$ cat src/rtl/shift_pipe_if.sv
// shift_pipe_if: valid/ready operand and result bus of the shift/rotate unit.
//   in_valid/in_ready   operation handshake (in_ready driven by the unit)
//   in_data             operand, WIDTH bits
//   in_amount           unsigned shift/rotate count, AMT_W bits
//   in_mode             000 SHR, 001 SHRA, 010 SHL, 011 ROR, 100 ROL, else pass
//   out_valid/out_ready result handshake (out_ready driven by the consumer)
//   out_data            result, WIDTH bits
//   out_carry/out_zero  result flags, present only with SHIFT_PIPE_FLAGS_EN
// master = issuing side (ALU / bench), slave = shift_pipe.
interface shift_pipe_if #(
    parameter int WIDTH = 32,
    parameter int AMT_W = 32
);
    logic             in_valid;
    logic             in_ready;
    logic [WIDTH-1:0] in_data;
    logic [AMT_W-1:0] in_amount;
    logic [2:0]       in_mode;
    logic             out_valid;
    logic             out_ready;
    logic [WIDTH-1:0] out_data;
`ifdef SHIFT_PIPE_FLAGS_EN
    logic             out_carry;
    logic             out_zero;

    modport master (
        output in_valid, in_data, in_amount, in_mode, out_ready,
        input  in_ready, out_valid, out_data, out_carry, out_zero
    );
    modport slave (
        input  in_valid, in_data, in_amount, in_mode, out_ready,
        output in_ready, out_valid, out_data, out_carry, out_zero
    );
`else
    modport master (
        output in_valid, in_data, in_amount, in_mode, out_ready,
        input  in_ready, out_valid, out_data
    );
    modport slave (
        input  in_valid, in_data, in_amount, in_mode, out_ready,
        output in_ready, out_valid, out_data
    );
`endif
endinterface

$ cat src/rtl/shift_pipe.sv
// shift_pipe: pipelined barrel shifter / rotator, WIDTH a power of two >= 4.
//   clock    rising-edge clock
//   clear_n  asynchronous active-low reset
//   bus      shift_pipe_if.slave (operand in, result out, valid/ready both sides)
// Structure: a capture register (stage 0) fixes the effective amount, the
// saturation result and the fill sign at acceptance; stages 1..S each
// conditionally shift by 2^(k-1). Result sits in stage S, so a result is
// presented S cycles after the acceptance edge.
// The whole pipe, bubbles included, advances on adv = !out_valid || out_ready.
// Optional feature macro: SHIFT_PIPE_FLAGS_EN adds out_carry and out_zero.
module shift_pipe #(
    parameter int WIDTH = 32,
    parameter int AMT_W = 32
) (
    input logic       clock,
    input logic       clear_n,
    shift_pipe_if.slave bus
);
    localparam int S  = $clog2(WIDTH);
    // Wide enough to compare any in_amount against WIDTH without truncation.
    localparam int CW = AMT_W + S + 2;

    localparam logic [2:0] M_SHR  = 3'd0;
    localparam logic [2:0] M_SHRA = 3'd1;
    localparam logic [2:0] M_SHL  = 3'd2;
    localparam logic [2:0] M_ROR  = 3'd3;
    localparam logic [2:0] M_ROL  = 3'd4;

    logic [S:0]            vld_pipe;
    logic [S:0][WIDTH-1:0] data_pipe;
    logic [S:0][S-1:0]     amt_pipe;
    logic [S:0][2:0]       mode_pipe;
    logic [S:0]            sign_pipe;

    logic adv;
    assign adv          = !vld_pipe[S] || bus.out_ready;
    assign bus.in_ready = adv;
    assign bus.out_valid = vld_pipe[S];
    assign bus.out_data  = data_pipe[S];

    // ---------------- capture (stage 0) ----------------
    logic [CW-1:0]    amt_wide;
    logic             saturate;
    logic [WIDTH-1:0] cap_data;
    logic [S-1:0]     cap_amt;
    logic [2:0]       cap_mode;

    assign amt_wide = CW'(bus.in_amount);
    assign saturate = amt_wide >= CW'(WIDTH);

    // Saturated shifts and pass-through are resolved here with amount 0, so
    // the stages only ever see in-range shifts or rotates.
    always_comb begin
        cap_data = bus.in_data;
        cap_amt  = amt_wide[S-1:0];
        cap_mode = bus.in_mode;
        case (bus.in_mode)
            M_SHR, M_SHRA, M_SHL: begin
                if (saturate) begin
                    cap_amt  = '0;
                    cap_data = (bus.in_mode == M_SHRA && bus.in_data[WIDTH-1]) ? '1 : '0;
                end
            end
            M_ROR, M_ROL: begin
                cap_amt = amt_wide[S-1:0];
            end
            default: begin
                cap_amt  = '0;
                cap_mode = M_SHR;
            end
        endcase
    end

    logic             cap_vld_q;
    logic [WIDTH-1:0] cap_data_q;
    logic [S-1:0]     cap_amt_q;
    logic [2:0]       cap_mode_q;
    logic             cap_sign_q;

    always_ff @(posedge clock or negedge clear_n) begin
        if (!clear_n) begin
            cap_vld_q  <= 1'b0;
            cap_data_q <= '0;
            cap_amt_q  <= '0;
            cap_mode_q <= '0;
            cap_sign_q <= 1'b0;
        end else if (adv) begin
            cap_vld_q <= bus.in_valid;
            if (bus.in_valid) begin
                cap_data_q <= cap_data;
                cap_amt_q  <= cap_amt;
                cap_mode_q <= cap_mode;
                cap_sign_q <= bus.in_data[WIDTH-1];
            end
        end
    end

    assign vld_pipe[0]  = cap_vld_q;
    assign data_pipe[0] = cap_data_q;
    assign amt_pipe[0]  = cap_amt_q;
    assign mode_pipe[0] = cap_mode_q;
    assign sign_pipe[0] = cap_sign_q;

`ifdef SHIFT_PIPE_FLAGS_EN
    // ---------------- carry at acceptance ----------------
    logic [S:0]   carry_pipe;
    logic         zero_q;
    logic         over;
    logic [S-1:0] idx_r;
    logic [S-1:0] idx_l;
    logic         cap_carry;
    logic         cap_carry_q;

    assign over  = amt_wide > CW'(WIDTH);
    // Right ops lose bit n-1 last; left ops lose bit WIDTH-n. Both wrap mod
    // WIDTH, which is exactly what rotates need for their last moved bit.
    assign idx_r = amt_wide[S-1:0] - S'(1);
    assign idx_l = S'(0) - amt_wide[S-1:0];

    always_comb begin
        cap_carry = 1'b0;
        if (amt_wide != '0) begin
            case (bus.in_mode)
                M_SHR, M_SHRA: begin
                    if (!over) cap_carry = bus.in_data[idx_r];
                    else       cap_carry = (bus.in_mode == M_SHRA) && bus.in_data[WIDTH-1];
                end
                M_SHL: begin
                    if (!over) cap_carry = bus.in_data[idx_l];
                end
                M_ROR:   cap_carry = bus.in_data[idx_r];
                M_ROL:   cap_carry = bus.in_data[idx_l];
                default: cap_carry = 1'b0;
            endcase
        end
    end

    always_ff @(posedge clock or negedge clear_n) begin
        if (!clear_n)                  cap_carry_q <= 1'b0;
        else if (adv && bus.in_valid)  cap_carry_q <= cap_carry;
    end

    assign carry_pipe[0] = cap_carry_q;
    assign bus.out_carry = carry_pipe[S];
    assign bus.out_zero  = zero_q;
`endif

    // ---------------- shift stages 1..S ----------------
    for (genvar k = 1; k <= S; k++) begin : g_stage
        localparam int D = 1 << (k - 1);

        logic             vld_q;
        logic [WIDTH-1:0] data_q;
        logic [S-1:0]     amt_q;
        logic [2:0]       mode_q;
        logic             sign_q;
        logic [WIDTH-1:0] shifted;
        logic [WIDTH-1:0] nxt;

        always_comb begin
            shifted = data_pipe[k-1];
            case (mode_pipe[k-1])
                M_SHR:   shifted = data_pipe[k-1] >> D;
                M_SHRA:  shifted = {{D{sign_pipe[k-1]}}, data_pipe[k-1][WIDTH-1:D]};
                M_SHL:   shifted = data_pipe[k-1] << D;
                M_ROR:   shifted = {data_pipe[k-1][D-1:0], data_pipe[k-1][WIDTH-1:D]};
                M_ROL:   shifted = {data_pipe[k-1][WIDTH-D-1:0], data_pipe[k-1][WIDTH-1:WIDTH-D]};
                default: shifted = data_pipe[k-1];
            endcase
            nxt = amt_pipe[k-1][k-1] ? shifted : data_pipe[k-1];
        end

        always_ff @(posedge clock or negedge clear_n) begin
            if (!clear_n) begin
                vld_q  <= 1'b0;
                data_q <= '0;
                amt_q  <= '0;
                mode_q <= '0;
                sign_q <= 1'b0;
            end else if (adv) begin
                vld_q  <= vld_pipe[k-1];
                data_q <= nxt;
                amt_q  <= amt_pipe[k-1];
                mode_q <= mode_pipe[k-1];
                sign_q <= sign_pipe[k-1];
            end
        end

        assign vld_pipe[k]  = vld_q;
        assign data_pipe[k] = data_q;
        assign amt_pipe[k]  = amt_q;
        assign mode_pipe[k] = mode_q;
        assign sign_pipe[k] = sign_q;

`ifdef SHIFT_PIPE_FLAGS_EN
        logic carry_q;
        always_ff @(posedge clock or negedge clear_n) begin
            if (!clear_n)  carry_q <= 1'b0;
            else if (adv)  carry_q <= carry_pipe[k-1];
        end
        assign carry_pipe[k] = carry_q;

        // Zero flag is registered alongside the final data word.
        if (k == S) begin : g_last
            always_ff @(posedge clock or negedge clear_n) begin
                if (!clear_n)  zero_q <= 1'b0;
                else if (adv)  zero_q <= (nxt == '0);
            end
        end
`endif
    end

    // Control fields of the last stage have no consumer.
    logic unused_tail;
    assign unused_tail = ^{amt_pipe[S], mode_pipe[S], sign_pipe[S]};

endmodule

$ cat src/flat_wrapper.sv
// flat-port wrapper written by rule: the top's interface ports become plain ports
module shift_pipe_flat 
#(
    parameter int WIDTH = 32,
    parameter int AMT_W = 32
)
  (clock, clear_n, bus_in_valid, bus_in_data, bus_in_amount, bus_in_mode, bus_out_ready, bus_in_ready, bus_out_valid, bus_out_data);
  shift_pipe_if #(.WIDTH(WIDTH), .AMT_W(AMT_W)) bus_i ();
  input logic clock;
  input logic clear_n;
  input wire logic [$bits(bus_i.in_valid)-1:0] bus_in_valid;
  input wire logic [$bits(bus_i.in_data)-1:0] bus_in_data;
  input wire logic [$bits(bus_i.in_amount)-1:0] bus_in_amount;
  input wire logic [$bits(bus_i.in_mode)-1:0] bus_in_mode;
  input wire logic [$bits(bus_i.out_ready)-1:0] bus_out_ready;
  output wire logic [$bits(bus_i.in_ready)-1:0] bus_in_ready;
  output wire logic [$bits(bus_i.out_valid)-1:0] bus_out_valid;
  output wire logic [$bits(bus_i.out_data)-1:0] bus_out_data;
  assign bus_i.in_valid = bus_in_valid;
  assign bus_i.in_data = bus_in_data;
  assign bus_i.in_amount = bus_in_amount;
  assign bus_i.in_mode = bus_in_mode;
  assign bus_i.out_ready = bus_out_ready;
  assign bus_in_ready = bus_i.in_ready;
  assign bus_out_valid = bus_i.out_valid;
  assign bus_out_data = bus_i.out_data;
  shift_pipe #(.WIDTH(WIDTH), .AMT_W(AMT_W)) u_core (.clock(clock), .clear_n(clear_n), .bus(bus_i));
endmodule
$ cat config.mk
export PLATFORM = sky130hd
export DESIGN_NAME = shift_pipe_flat
export DESIGN_NICKNAME = d
export VERILOG_FILES = /design/src/rtl/shift_pipe_if.sv /design/src/rtl/shift_pipe.sv /design/src/flat_wrapper.sv
export SDC_FILE = /design/constraint.sdc
export NUM_CORES = 1
export LEC_CHECK = 0
export CORE_MARGIN = 3
export CORE_UTILIZATION = 36
export DETAILED_ROUTE_END_ITERATION = 6
export GPL_ROUTABILITY_DRIVEN = 1
export PLACE_DENSITY_LB_ADDON = 0.25
export SYNTH_ARGS = -nofsm -noshare
export SYNTH_HDL_FRONTEND = slang
export SYNTH_SLANG_ARGS = --single-unit
export TNS_END_PERCENT = 1
$ cat constraint.sdc
create_clock -name clock -period 1.6 [get_ports clock]
set_input_delay 0.32 -clock clock [delete_from_list [all_inputs] [get_ports clock]]
set_output_delay 0.32 -clock clock [all_outputs]
set_load 0.02 [all_outputs]
# [Yosys cells after proc, flatten, opt, wreduce, memory -nomap -nowiden]
# Cells that the tools add are included.
[word_totals] reg_bits=243 out_inout_bits=34 elab_cells=82
[classes] magnitude_cmp=1 eq_ne=24 mux=16 n_reduce_logical=14
[op_table] operator="$pmux W32 S5" n=4
[op_table] operator="$mux W32" n=8
[op_table] operator="$pmux W32 S4" n=1
[op_table] operator="$eq A3 B2 Y1 const B" n=12
[op_table] operator="$ge A32 B6 Y1 const B" n=1
[op_table] operator="$eq A3 B1 Y1 const B" n=6
[op_table] operator="$eq A3 B3 Y1 const B" n=6
[op_table] operator="$logic_not A3 Y1" n=6
[op_table] operator="$pmux W5 S2" n=1
[op_table] operator="$mux W5" n=1
[op_table] operator="$reduce_or A5 Y1" n=1
[op_table] operator="$reduce_or A2 Y1" n=2
[op_table] operator="$mux W3" n=1
[op_table] operator="$reduce_or A3 Y1" n=1
[op_table] operator="$reduce_and A2 Y1" n=1
[op_table] operator="$logic_and A1 B1 Y1" n=1
[op_table] operator="$logic_not A1 Y1" n=1
[op_table] operator="$logic_or A1 B1 Y1" n=1

# [Depth between registers and ports, before layout]
# Gate-level depths: netlist (run 1).
[depth] word_depth=5 ltp_mapped=8

# [Worst setup path before layout (run 1)]
# No wires, ideal clock.
[synth_path] path_kind="flip-flop to output port" startpoint="register u_core.g_stage[5].vld_q, in the netlist u_core.bus.out_valid" endpoint="output port bus_in_ready" arrival_ps=1383 t_required_ps=1280 path_slack_ps=-103 path_stages_with_launch=6 path_buffers=3 cell_sequence="dfrtp_1 -> nor2b_1 -> buf_2 -> inv_2 -> buf_2 -> clkbuf_1"
[synth_between] elab_chain_cells=2
[synth_rtl] element="start, declared" line_no="shift_pipe.sv:152" rtl="logic vld_q;"
[synth_rtl] element="start signal, assigned" line_no="shift_pipe.sv:181" rtl="vld_q <= vld_pipe[k-1];"
[synth_rtl] element="$logic_not A1 Y1" line_no="shift_pipe.sv:36" rtl="assign adv = !vld_pipe[S] || bus.out_ready;"
[synth_rtl] element="$logic_or A1 B1 Y1" line_no="shift_pipe.sv:36"
[synth_rtl] element="end, declared" line_no="flat_wrapper.sv:16" rtl="output wire logic [$bits(bus_i.in_ready)-1:0] bus_in_ready;"
# No other way between the ends.

# [Worst setup path in the final report (run 1)]
# Ends and elaborated chain as after synthesis.

==> flow_summary_export.csv, run 1 <==
group,metric,value,unit
run_status,outcome,"finished with violations",
run_status,violations,"negative setup slack",
global_route,track_usage,18.4,%
worst_setup_path,critPathMaxFanout,5,
synth,ys_seq_elements,233,
placed_design,port_buffers,104,
route,first_iter_violations,799,
global_route,grt_max_degree,95,
clock_tree,cts_root_buffer,"clkbuf_16",
synth,seq_area_frac_synth,49.0,%
worst_setup_path,slowest_stage,"dfrtp_1",
route,ant_nets,0,
synth,synth_top_cell_by_area,"dfrtp_1",
synth,syn_area_per_cell,8.71,sq um
route,dr.pass1.iters,5,
synth,synth_top_family_by_area,"compound AO/OA/AOI/OAI gates",
sta,final.period_utilization,101,%
route,drc,0,
sta,worstMarginPinSlew,0.602,ns
die,die_h,188,microns
clock_tree,clkTransAtPathRegs,0.06,ns
global_route,grt_pass1_wl,54800,microns
job,maxCapViolations,0,
final_layout,synthToLayoutAreaGrowth,27.1,%
sta,tns,-0.0239,ns
die,start_util,37.1,%
sta,finalHoldViolCount,0,
worst_setup_path,crit_arrival,1.30,ns
synth,synth_compound_area_share,30.3,%
die,fp.coreArea,32000,sq um
route,routed_wl,33800,microns
worst_setup_path,critPathCaptureType,"output port",
synth,syn_inst,1365,
synth,syn_nets,1436,
sta,worst_slack,-0.0239,ns
worst_setup_path,critPathBufInv,2,
synth,yosys.area_share.xor_xnor,0.0737,%
synth,syn-cell-area,11900,sq um
power_and_ir_drop,p_per_area,2030,nW/um^2
synth,synth_area_leaders,"dfrtp_1, o21ai_0, a221oi_1",
sta,rsz0062_at_grt,"true",
global_route,grt-ovfl-total,0,
worst_setup_path,cp_cell_sequence,"nor2b_4 > clkinv_4 > buf_6",
worst_setup_path,path_class,"register to output port",
clock_tree,cts_tree,"done",
placed_design,routabilityCongestion,0.858,
final_layout,fill_cells,3154,
worst_setup_path,required,1.28,ns
sta,slew_headroom,59.8,%
power_and_ir_drop,power.leakage,6.27,nW
worst_setup_path,critical-path-max-stage-delay,0.35,ns
final_layout,antenna_cells,0,
clock_tree,clkSinkCount,233,
placed_design,dp_hpwl,22800,microns
final_layout,final_core_util,47.2,%
die,dieArea,35200,sq um
sta,worst_clock_skew,0.0113,ns
final_layout,layout_common_cells,"dfrtp_1, nand2_1, o21ai_0",
sta,period_minus_slack,1.62,ns
die,die-width,188,microns
clock_tree,cts_buffers,27,
final_layout,post_route_cells_drive_above_1_share,13.0,%
clock_tree,clock_latency,0.54,ns
route,wire_per_inst,17.6,microns
synth,synthMuxAreaShare,1.18,%
clock_tree,cts_buffer_depth,3,
placed_design,pre_cts_ws,-0.464,ns
final_layout,nets,1542,
sta,finalSetupViolations,1,
global_route,antenna_found_initial,0,
synth,synth_fa_ha_area_share,0,%
sta,max_freq,616,MHz
route,vias,10700,
synth,yosysWarnings,0,
synth,synth_top_area_share,49.0,%
worst_hold_path,hp-class,"input pin to async pin",
worst_setup_path,worstSetupStartpointType,"register",
clock_tree,htreeDepth,1,
final_layout,final_common_cell,"dfrtp_1",
die,num_io_pins,105,
synth,ys_types,42,
worst_setup_path,cp_top_family,"flip-flops",
global_route,grt_pass1_vias,10300,
route,via_per_inst,5.56,
die,std_cell_rows,65,
synth,yosys.area_share.simple,14.2,%
sta,slew_violations,0,
power_and_ir_drop,ir_drop,798,uV
final timing paths:
check | from | endpoint | slack [ns] | cells after the start
setup / recovery | u_core.bus.out_valid | bus_in_ready | -0.02 | 3
hold / removal | clear_n | u_core.bus.out_data[27] | 0.29 | 2
setup reg to reg | u_core.g_stage[1].mode_q[1] | u_core.g_stage[2].data_q[1] | 0.01 | 7
hold reg to reg | u_core.g_stage[4].vld_q | u_core.g_stage[4].vld_q | 0.46 | 2
max in group asynchronous | clear_n | u_core.bus.out_data[20] | 0.66 | 3
min in group clock | bus_in_data[29] | u_core.cap_data_q[29] | 0.33 | 3
synthesized netlist by cell type (all sizes together):
master and instances:
nor4 6, a22o 21, nand3 3, mux2i 14, o221ai 1, buf 57, dfrtp 233, o311ai 1
nor2b 20, nand2 222, a211o 1, o21a 16, nor2 134, o31ai 17, inv 8, clkinv 1
o21ai 272, nor4b 1, o22ai 46, clkbuf 66, a21oi 71, nor3 4, a31oi 1, nor3b 2
xnor2 1, nand2b 10, o22a 16, and2 6, a21o 16, a221oi 98
report_power, final:
part,switching [W],total [W],internal (W)
registers,0.00344,0.0121,0.00861
logic,0.00698,0.0128,0.00579
clock network,0.00242,0.00590,0.00349
total,0.0128,0.0307,0.0179
cell type report:
cell class	count	area, sq um	share of cell area [%]
repair buffers	197	2110	13.9
inverters	9	38.8	0.257
clock inverters	8	75.1	0.497
multi-input cells	1003	5740	38.0
clock buffers	39	771	5.10
flip-flops and latches	233	5840	38.6
well taps	435	544	3.60
registers in the layout, summed over array words and instances (netlist names):
name	flops
u_core.bus.out_data	32
u_core.g_stage.amt_q	10
u_core.g_stage.mode_q	12
u_core.cap_vld_q	1
u_core.cap_mode_q	3
u_core.bus.out_valid	1
u_core.cap_amt_q	5
u_core.cap_data_q	32
u_core.cap_sign_q	1
u_core.g_stage.data_q	128
u_core.g_stage.sign_q	4
u_core.g_stage.vld_q	4
cell families (layout without fill, tap and decap cells):
| logic type | after synthesis | in the layout |
|---|---|---|
| compound gates | 577 | 580 |
| xor+xnor | 1 | 1 |
| buf+inv | 132 | 253 |
| flops | 233 | 233 |
| mux | 14 | 14 |
| simple gates | 408 | 408 |
repair_timing:
action	in CTS	in global routing
hold buffers	1	0
endpoints found under the setup margin	100	143
endpoints found under the hold margin	38	0
setup buffers	0	8
pin swaps	1	6
cloned	1	2
gates resized for setup	55	74
routing by layer:
| layer | up-vias | GRT usage [%] | part of all wire [%] |
|---|---|---|---|
| li1 | 5176 | - | - |
| met1 | 5165 | 25.3 | 45 |
| met2 | 307 | 30.7 | 47 |
| met3 | 56 | 2.37 | 5.0 |
| met4 | 0 | 4.88 | 2.7 |
| met5 | - | 0 | 0 |
per-stage QoR:
| step | instances | hold WS (ns) | area (sq um) | total power, W |
|---|---|---|---|---|
| 2_1_floorplan | 1365 | 0.0244 | 11900 | 0.0190 |
| 3_3_place_gp | 1865 | 0.258 | 13800 | 0.0238 |
| 3_5_place_dp | 1865 | 0.258 | 13800 | 0.0241 |
| 4_1_cts | 1914 | 0.282 | 14700 | 0.0300 |
| 5_1_grt | 1924 | 0.321 | 15100 | 0.0329 |
| 6_report | 1924 | 0.287 | 15100 | 0.0307 |
worst reg2reg max path, cell delays in order (launching register included):
cell      delay [ns]
dfrtp_2         0.44
buf_4           0.17
nand2b_4        0.18
buf_4           0.16
o21a_1          0.16
o22ai_1         0.12
a21oi_1         0.10
a21o_1          0.15
Power figures use the tool's default switching activity.
==> inputs of run 2 (changes only) <==
--- a/config.mk
+++ b/config.mk
@@ -13,4 +13,3 @@
 export SYNTH_ARGS = -nofsm -noshare
 export SYNTH_HDL_FRONTEND = slang
 export SYNTH_SLANG_ARGS = --single-unit
-export TNS_END_PERCENT = 1
==> run 2 against run 1 <==
The flow still finishes with violations (negative setup slack). Die area unchanged. Wire length increased by 1.7%. Count of clock-buffer cells in the layout decreased by 3. Critical path depth unchanged. Global-route usage decreased by 0.24 points. Largest cell class unchanged. Final cell count increased by 0.62%. Hold slack got worse by 0.051 ns. Via count increased by 1.0%. Maximum frequency about the same.
==> flow_summary_export.csv, run 2 (synthesized netlist as in run 1, its figures left out) <==
group,metric,value,unit
run_status,outcome,"finished with violations",
run_status,violations,"negative setup slack",
worst_setup_path,critPathCaptureType,"output port",
die,num_io_pins,105,
worst_setup_path,path_class,"register to output port",
route,ant_nets,0,
final_layout,post_route_cells_drive_above_1_share,13.6,%
power_and_ir_drop,switchingPower,0.0130,W
route,routed_wl,34400,microns
die,die-width,188,microns
sta,final.period_utilization,101,%
power_and_ir_drop,combPwrFrac,41.5,%
route,drc,0,
clock_tree,clock_latency,0.55,ns
final_layout,registers.top_by_ff_count,"u_core.g_stage.data_q",
power_and_ir_drop,p_int,0.0183,W
placed_design,placed_cell_area,13800,sq um
worst_setup_path,required,1.28,ns
sta,worst_slack,-0.0237,ns
worst_setup_path,slowest_stage,"dfrtp_1",
final_layout,synthToLayoutAreaGrowth,28.4,%
die,fp.coreArea,32000,sq um
sta,rsz0062_at_grt,"true",
final_layout,layout_common_cells,"dfrtp_1, nand2_1, o21ai_0",
sta,max_freq,616,MHz
route,first_iter_violations,851,
final_layout,antenna_cells,0,
final_layout,final_common_cell,"dfrtp_1",
sta,period_minus_slack,1.62,ns
route,vias,10800,
placed_design,port_buffers,104,
global_route,grt-ovfl-total,0,
sta,slew_violations,0,
clock_tree,clkTransAtPathRegs,0.06,ns
sta,worst_clock_skew,0.0245,ns
global_route,antenna_found_initial,0,
final_layout,fill_cells,3132,
final_layout,nets,1552,
clock_tree,cts_tree,"done",
worst_setup_path,cp_cell_sequence,"nor2b_4 > clkinv_4 > buf_6",
power_and_ir_drop,fin_total_pwr,0.0313,W
sta,finalSetupViolations,1,
final_layout,stdcell_area,15300,sq um
clock_tree,cts_buffer_depth,3,
route,wire_per_inst,17.8,microns
clock_tree,clkSinkCount,233,
sta,tns,-0.0237,ns
placed_design,routabilityCongestion,0.846,
die,start_util,37.1,%
worst_setup_path,critical-path-max-stage-delay,0.34,ns
sta,worstMarginPinSlew,0.591,ns
power_and_ir_drop,p_per_area,2050,nW/um^2
global_route,grt_pass1_vias,10200,
worst_setup_path,critPathMaxFanout,6,
global_route,grt_max_degree,96,
die,dieArea,35200,sq um
worst_setup_path,worstSetupStartpointType,"register",
global_route,track_usage,18.1,%
placed_design,dp_hpwl,22100,microns
route,via_per_inst,5.59,
sta,finalHoldViolCount,0,
power_and_ir_drop,p_clk_share,20.3,%
die,std_cell_rows,65,
route,dr.pass1.iters,5,
worst_hold_path,hp-class,"input pin to async pin",
power_and_ir_drop,ir_drop,1070,uV
sta,slew_headroom,60.5,%
power_and_ir_drop,p_sw_share,41.5,%
final_layout,largest_reg_flops,128,
clock_tree,htreeDepth,1,
power_and_ir_drop,p_seq_share,38.3,%
job,maxCapViolations,0,
clock_tree,cts_buffers,28,
clock_tree,cts_root_buffer,"clkbuf_16",
power_and_ir_drop,power.leakage,6.36,nW
worst_setup_path,crit_arrival,1.30,ns
die,die_h,188,microns
global_route,grt_pass1_wl,54400,microns
run 2: changes by cell type in the layout (fill, tap and decap cells not counted), moves of 5 or more:
cell	before	now
buf_4	59	68
a221oi_1	73	79
a221oi_2	25	19
clkbuf_1	7	1
o21ai_0	212	217
o21ai_1	58	53
run 2: final timing paths:
path	startpoint	endpoint	slack (ns)	depth (start not counted)
worst max-delay path	u_core.bus.out_valid	bus_in_ready	-0.02	3
worst min-delay path	clear_n	u_core.bus.out_data[10]	0.24	2
worst max register to register	u_core.g_stage[2].mode_q[1]	u_core.g_stage[3].data_q[2]	0.06	7
worst min register to register	u_core.g_stage[1].vld_q	u_core.g_stage[1].vld_q	0.46	2
max in group asynchronous	clear_n	u_core.g_stage[2].data_q[17]	0.68	3
min in group clock	bus_in_data[4]	u_core.cap_data_q[4]	0.33	3
run 2: power groups by stage:
stage          Clock [W]  Sequential (W)  Combinational (W)
2_1_floorplan          0          0.0110            0.00800
3_3_place_gp           0          0.0118             0.0119
3_5_place_dp           0          0.0119             0.0121
4_1_cts          0.00649          0.0118             0.0121
5_1_grt          0.00674          0.0123             0.0144
6_report         0.00636          0.0120             0.0130
run 2: layout make-up:
cell class / count / area, sq um / share of cell area [%]
flip-flops and latches: 233 / 5840 / 38.2
clock inverters: 14 / 141 / 0.926
inverters: 9 / 38.8 / 0.254
well taps: 435 / 544 / 3.57
clock buffers: 36 / 801 / 5.25
repair buffers: 205 / 2180 / 14.3
multi-input cells: 1004 / 5720 / 37.5
run 2: metrics by stage:
| step | hold slack (ns) | cells | setup WS (ns) | utilization [%] |
|---|---|---|---|---|
| global route | 0.252 | 1936 | -0.104 | 47.6 |
| CTS | 0.237 | 1915 | -0.0739 | 46.3 |
| detailed placement | 0.215 | 1860 | -0.445 | 43.0 |
| floorplan | 0.0244 | 1365 | 0.0266 | - |
| global placement | 0.216 | 1860 | -0.421 | 43.0 |
| finish | 0.236 | 1936 | -0.0237 | 47.6 |
run 2: layer usage:
layer | global-route usage (%) | share of wire, % | vias to the layer above
li1 | - | - | 5209
met1 | 25.1 | 45 | 5198
met2 | 29.9 | 47 | 339
met3 | 2.22 | 5.0 | 68
met4 | 5.60 | 2.8 | 0
met5 | 0 | 0 | -
run 2: timing repair:
action | CTS | global route
hold endpoints to repair | 56 | 0
pin swaps | 2 | 5
cloned | 3 | 4
gates resized for setup | 62 | 60
hold buffers | 1 | 0
setup buffers | 1 | 17
endpoints found under the setup margin | 100 | 88
run 2: worst max-delay path, delay by kind of cell, from the launching register on:
| kind | cells | cell delay, ns |
|---|---|---|
| DFF | 1 | 0.34 |
| buffers and inverters | 2 | 0.24 |
| and+or+nand+nor | 1 | 0.18 |
==> inputs of run 3 (changes only) <==
--- a/config.mk
+++ b/config.mk
@@ -7,6 +7,7 @@
 export LEC_CHECK = 0
 export CORE_MARGIN = 3
 export CORE_UTILIZATION = 36
+export CTS_CLUSTER_SIZE = 16
 export DETAILED_ROUTE_END_ITERATION = 6
 export GPL_ROUTABILITY_DRIVEN = 1
 export PLACE_DENSITY_LB_ADDON = 0.25
==> run 3 against run 2 <==
The run still ends with negative setup slack left. Clock skew rose by 0.0011 ns. Sequential cell count stayed put. Count of clock-buffer cells in the layout did not move. Die area unchanged. Via count grew 0.47%. Core utilization rose by 0.39 points. Worst setup slack improved by 0.0046 ns. Wire length up 1.3%. Combinational power about the same. Total power increased by 0.86%. Non-clock buffer count grew 3. Clock power is essentially flat. Highest routed layer unchanged.
==> flow_summary_export.csv, run 3 (synthesized netlist as in run 1, its figures left out) <==
group,metric,value,unit
power_and_ir_drop,p_clk_share,20.1,%
run_status,outcome,"finished with violations",
worst_setup_path,worstSetupStartpointType,"register",
final_layout,fill_cells,3117,
clock_tree,cts_buffer_depth,3,
die,start_util,37.1,%
final_layout,layout_common_cells,"dfrtp_1, nand2_1, o21ai_0",
job,maxCapViolations,0,
die,std_cell_rows,65,
global_route,grt-ovfl-total,0,
sta,worst_slack,-0.0191,ns
final_layout,largest_reg_flops,128,
die,die_h,188,microns
run_status,violations,"negative setup slack",
power_and_ir_drop,ir_drop,1140,uV
clock_tree,cts_root_buffer,"clkbuf_16",
clock_tree,clock_latency,0.55,ns
global_route,grt_pass1_wl,54400,microns
sta,finalHoldViolCount,0,
worst_setup_path,cp_top_family,"flip-flops",
final_layout,registers.top_by_ff_count,"u_core.g_stage.data_q",
global_route,grt_pass1_vias,10200,
power_and_ir_drop,fin_total_pwr,0.0316,W
placed_design,routabilityCongestion,0.846,
route,dr.pass1.iters,5,
power_and_ir_drop,p_int,0.0185,W
placed_design,pre_cts_ws,-0.445,ns
sta,rsz0062_at_grt,"true",
sta,max_freq,618,MHz
placed_design,port_buffers,104,
worst_setup_path,critPathMaxFanout,6,
final_layout,nets,1555,
power_and_ir_drop,p_sw_share,41.6,%
sta,slew_violations,0,
final_layout,antenna_cells,0,
worst_setup_path,required,1.28,ns
route,first_iter_violations,837,
global_route,antenna_found_initial,0,
sta,finalSetupViolations,1,
worst_hold_path,hp-class,"input pin to async pin",
route,ant_nets,0,
power_and_ir_drop,switchingPower,0.0132,W
die,dieArea,35200,sq um
route,routed_wl,34800,microns
sta,worstMarginPinSlew,0.548,ns
worst_setup_path,slowest_stage,"dfrtp_1",
final_layout,post_route_cells_drive_above_1_share,14.2,%
worst_setup_path,critPathBufInv,2,
route,wire_per_inst,18.0,microns
power_and_ir_drop,power.leakage,6.42,nW
placed_design,placed_cell_area,13800,sq um
final_layout,final_common_cell,"dfrtp_1",
final_layout,synthToLayoutAreaGrowth,29.4,%
sta,slew_headroom,63.4,%
final_layout,stdcell_area,15400,sq um
power_and_ir_drop,p_per_area,2050,nW/um^2
worst_setup_path,path_class,"register to output port",
sta,final.period_utilization,101,%
power_and_ir_drop,combPwrFrac,41.8,%
clock_tree,cts_tree,"done",
route,drc,0,
global_route,track_usage,18.1,%
die,num_io_pins,105,
die,fp.coreArea,32000,sq um
sta,period_minus_slack,1.62,ns
power_and_ir_drop,p_seq_share,38.1,%
worst_setup_path,critPathCaptureType,"output port",
placed_design,dp_hpwl,22100,microns
global_route,grt_max_degree,96,
worst_setup_path,critical-path-max-stage-delay,0.34,ns
worst_setup_path,cp_cell_sequence,"nor2b_4 > clkinv_4 > buf_6",
route,via_per_inst,5.60,
clock_tree,clkTransAtPathRegs,0.06,ns
clock_tree,htreeDepth,1,
sta,worst_clock_skew,0.0256,ns
clock_tree,cts_buffers,28,
route,vias,10900,
clock_tree,clkSinkCount,233,
die,die-width,188,microns
worst_setup_path,crit_arrival,1.30,ns
[run 3: changes by cell type in the layout (fill, tap and decap cells not counted), moves of 2 or more]
cell and change:
o21ai_1 +7, clkbuf_16 +2, a221oi_1 -7, a221oi_2 +6
buf_6 +2, o21ai_0 -7
[run 3: path summary, 6_finish.rpt]
| path | slack, ns | cells past startpoint | startpoint | endpoint |
|---|---|---|---|---|
| hold reg to reg | 0.46 | 2 | u_core.g_stage[1].vld_q | u_core.g_stage[1].vld_q |
| setup / recovery | -0.02 | 3 | u_core.bus.out_valid | bus_in_ready |
| hold / removal | 0.25 | 2 | clear_n | u_core.bus.out_data[10] |
| setup reg to reg | 0.03 | 6 | u_core.g_stage[1].mode_q[1] | u_core.g_stage[2].data_q[9] |
| max in group asynchronous | 0.69 | 3 | clear_n | u_core.g_stage[2].data_q[17] |
| min in group clock | 0.33 | 3 | bus_in_data[4] | u_core.cap_data_q[4] |
[run 3: worst reg2reg max path: stages (launching register included)]
cell,delay [ns]
dfrtp_2,0.46
buf_4,0.16
nand2b_4,0.12
a21oi_4,0.08
buf_12,0.16
a221oi_4,0.30
o21ai_0,0.13
[run 3: what timing repair did]
| item | 4_1_cts | 5_1_grt |
|---|---|---|
| pin swaps | 2 | 6 |
| gates resized for setup | 61 | 78 |
| hold endpoints to repair | 62 | 0 |
| endpoints found under the setup margin | 100 | 89 |
| gates cloned | 3 | 7 |
| hold buffers | 1 | 0 |
| buffers inserted | 2 | 16 |
[run 3: layout make-up]
type                            instances  area, sq um  area share, %
Clock buffer                           36          801           5.20
Clock inverter                         14          141          0.919
Inverter                                9         38.8          0.252
Multi-Input combinational cell       1004         5780           37.6
Sequential cell                       233         5840           37.9
Tap cell                              435          544           3.54
Timing Repair Buffer                  208         2240           14.6
[run 3: power groups by stage]
stage	combinational [W]	clock (W)	sequential (W)
CTS	0.0122	0.00650	0.0118
finish	0.0132	0.00636	0.0121
global placement	0.0119	0	0.0118
global route	0.0146	0.00676	0.0124
detailed placement	0.0121	0	0.0119
floorplan	0.00800	0	0.0110
[run 3: metrics by stage]
stage          std cells  hold WS (ns)  TNS [ns]  utilization [%]
2_1_floorplan       1365        0.0244         0                -
3_3_place_gp        1860         0.216    -46.71             43.0
3_5_place_dp        1860         0.215    -51.14             43.0
4_1_cts             1916         0.234   -0.0761             46.3
5_1_grt             1939         0.260    -0.650             48.0
6_report            1939         0.247   -0.0191             48.0
[run 3: per-layer routing]
layer / routed length (microns) / global-route usage, %
met2: 16600 / 30.1
met3: 1740 / 2.17
met1: 15500 / 25.1
met5: 0 / 0
met4: 958 / 5.22
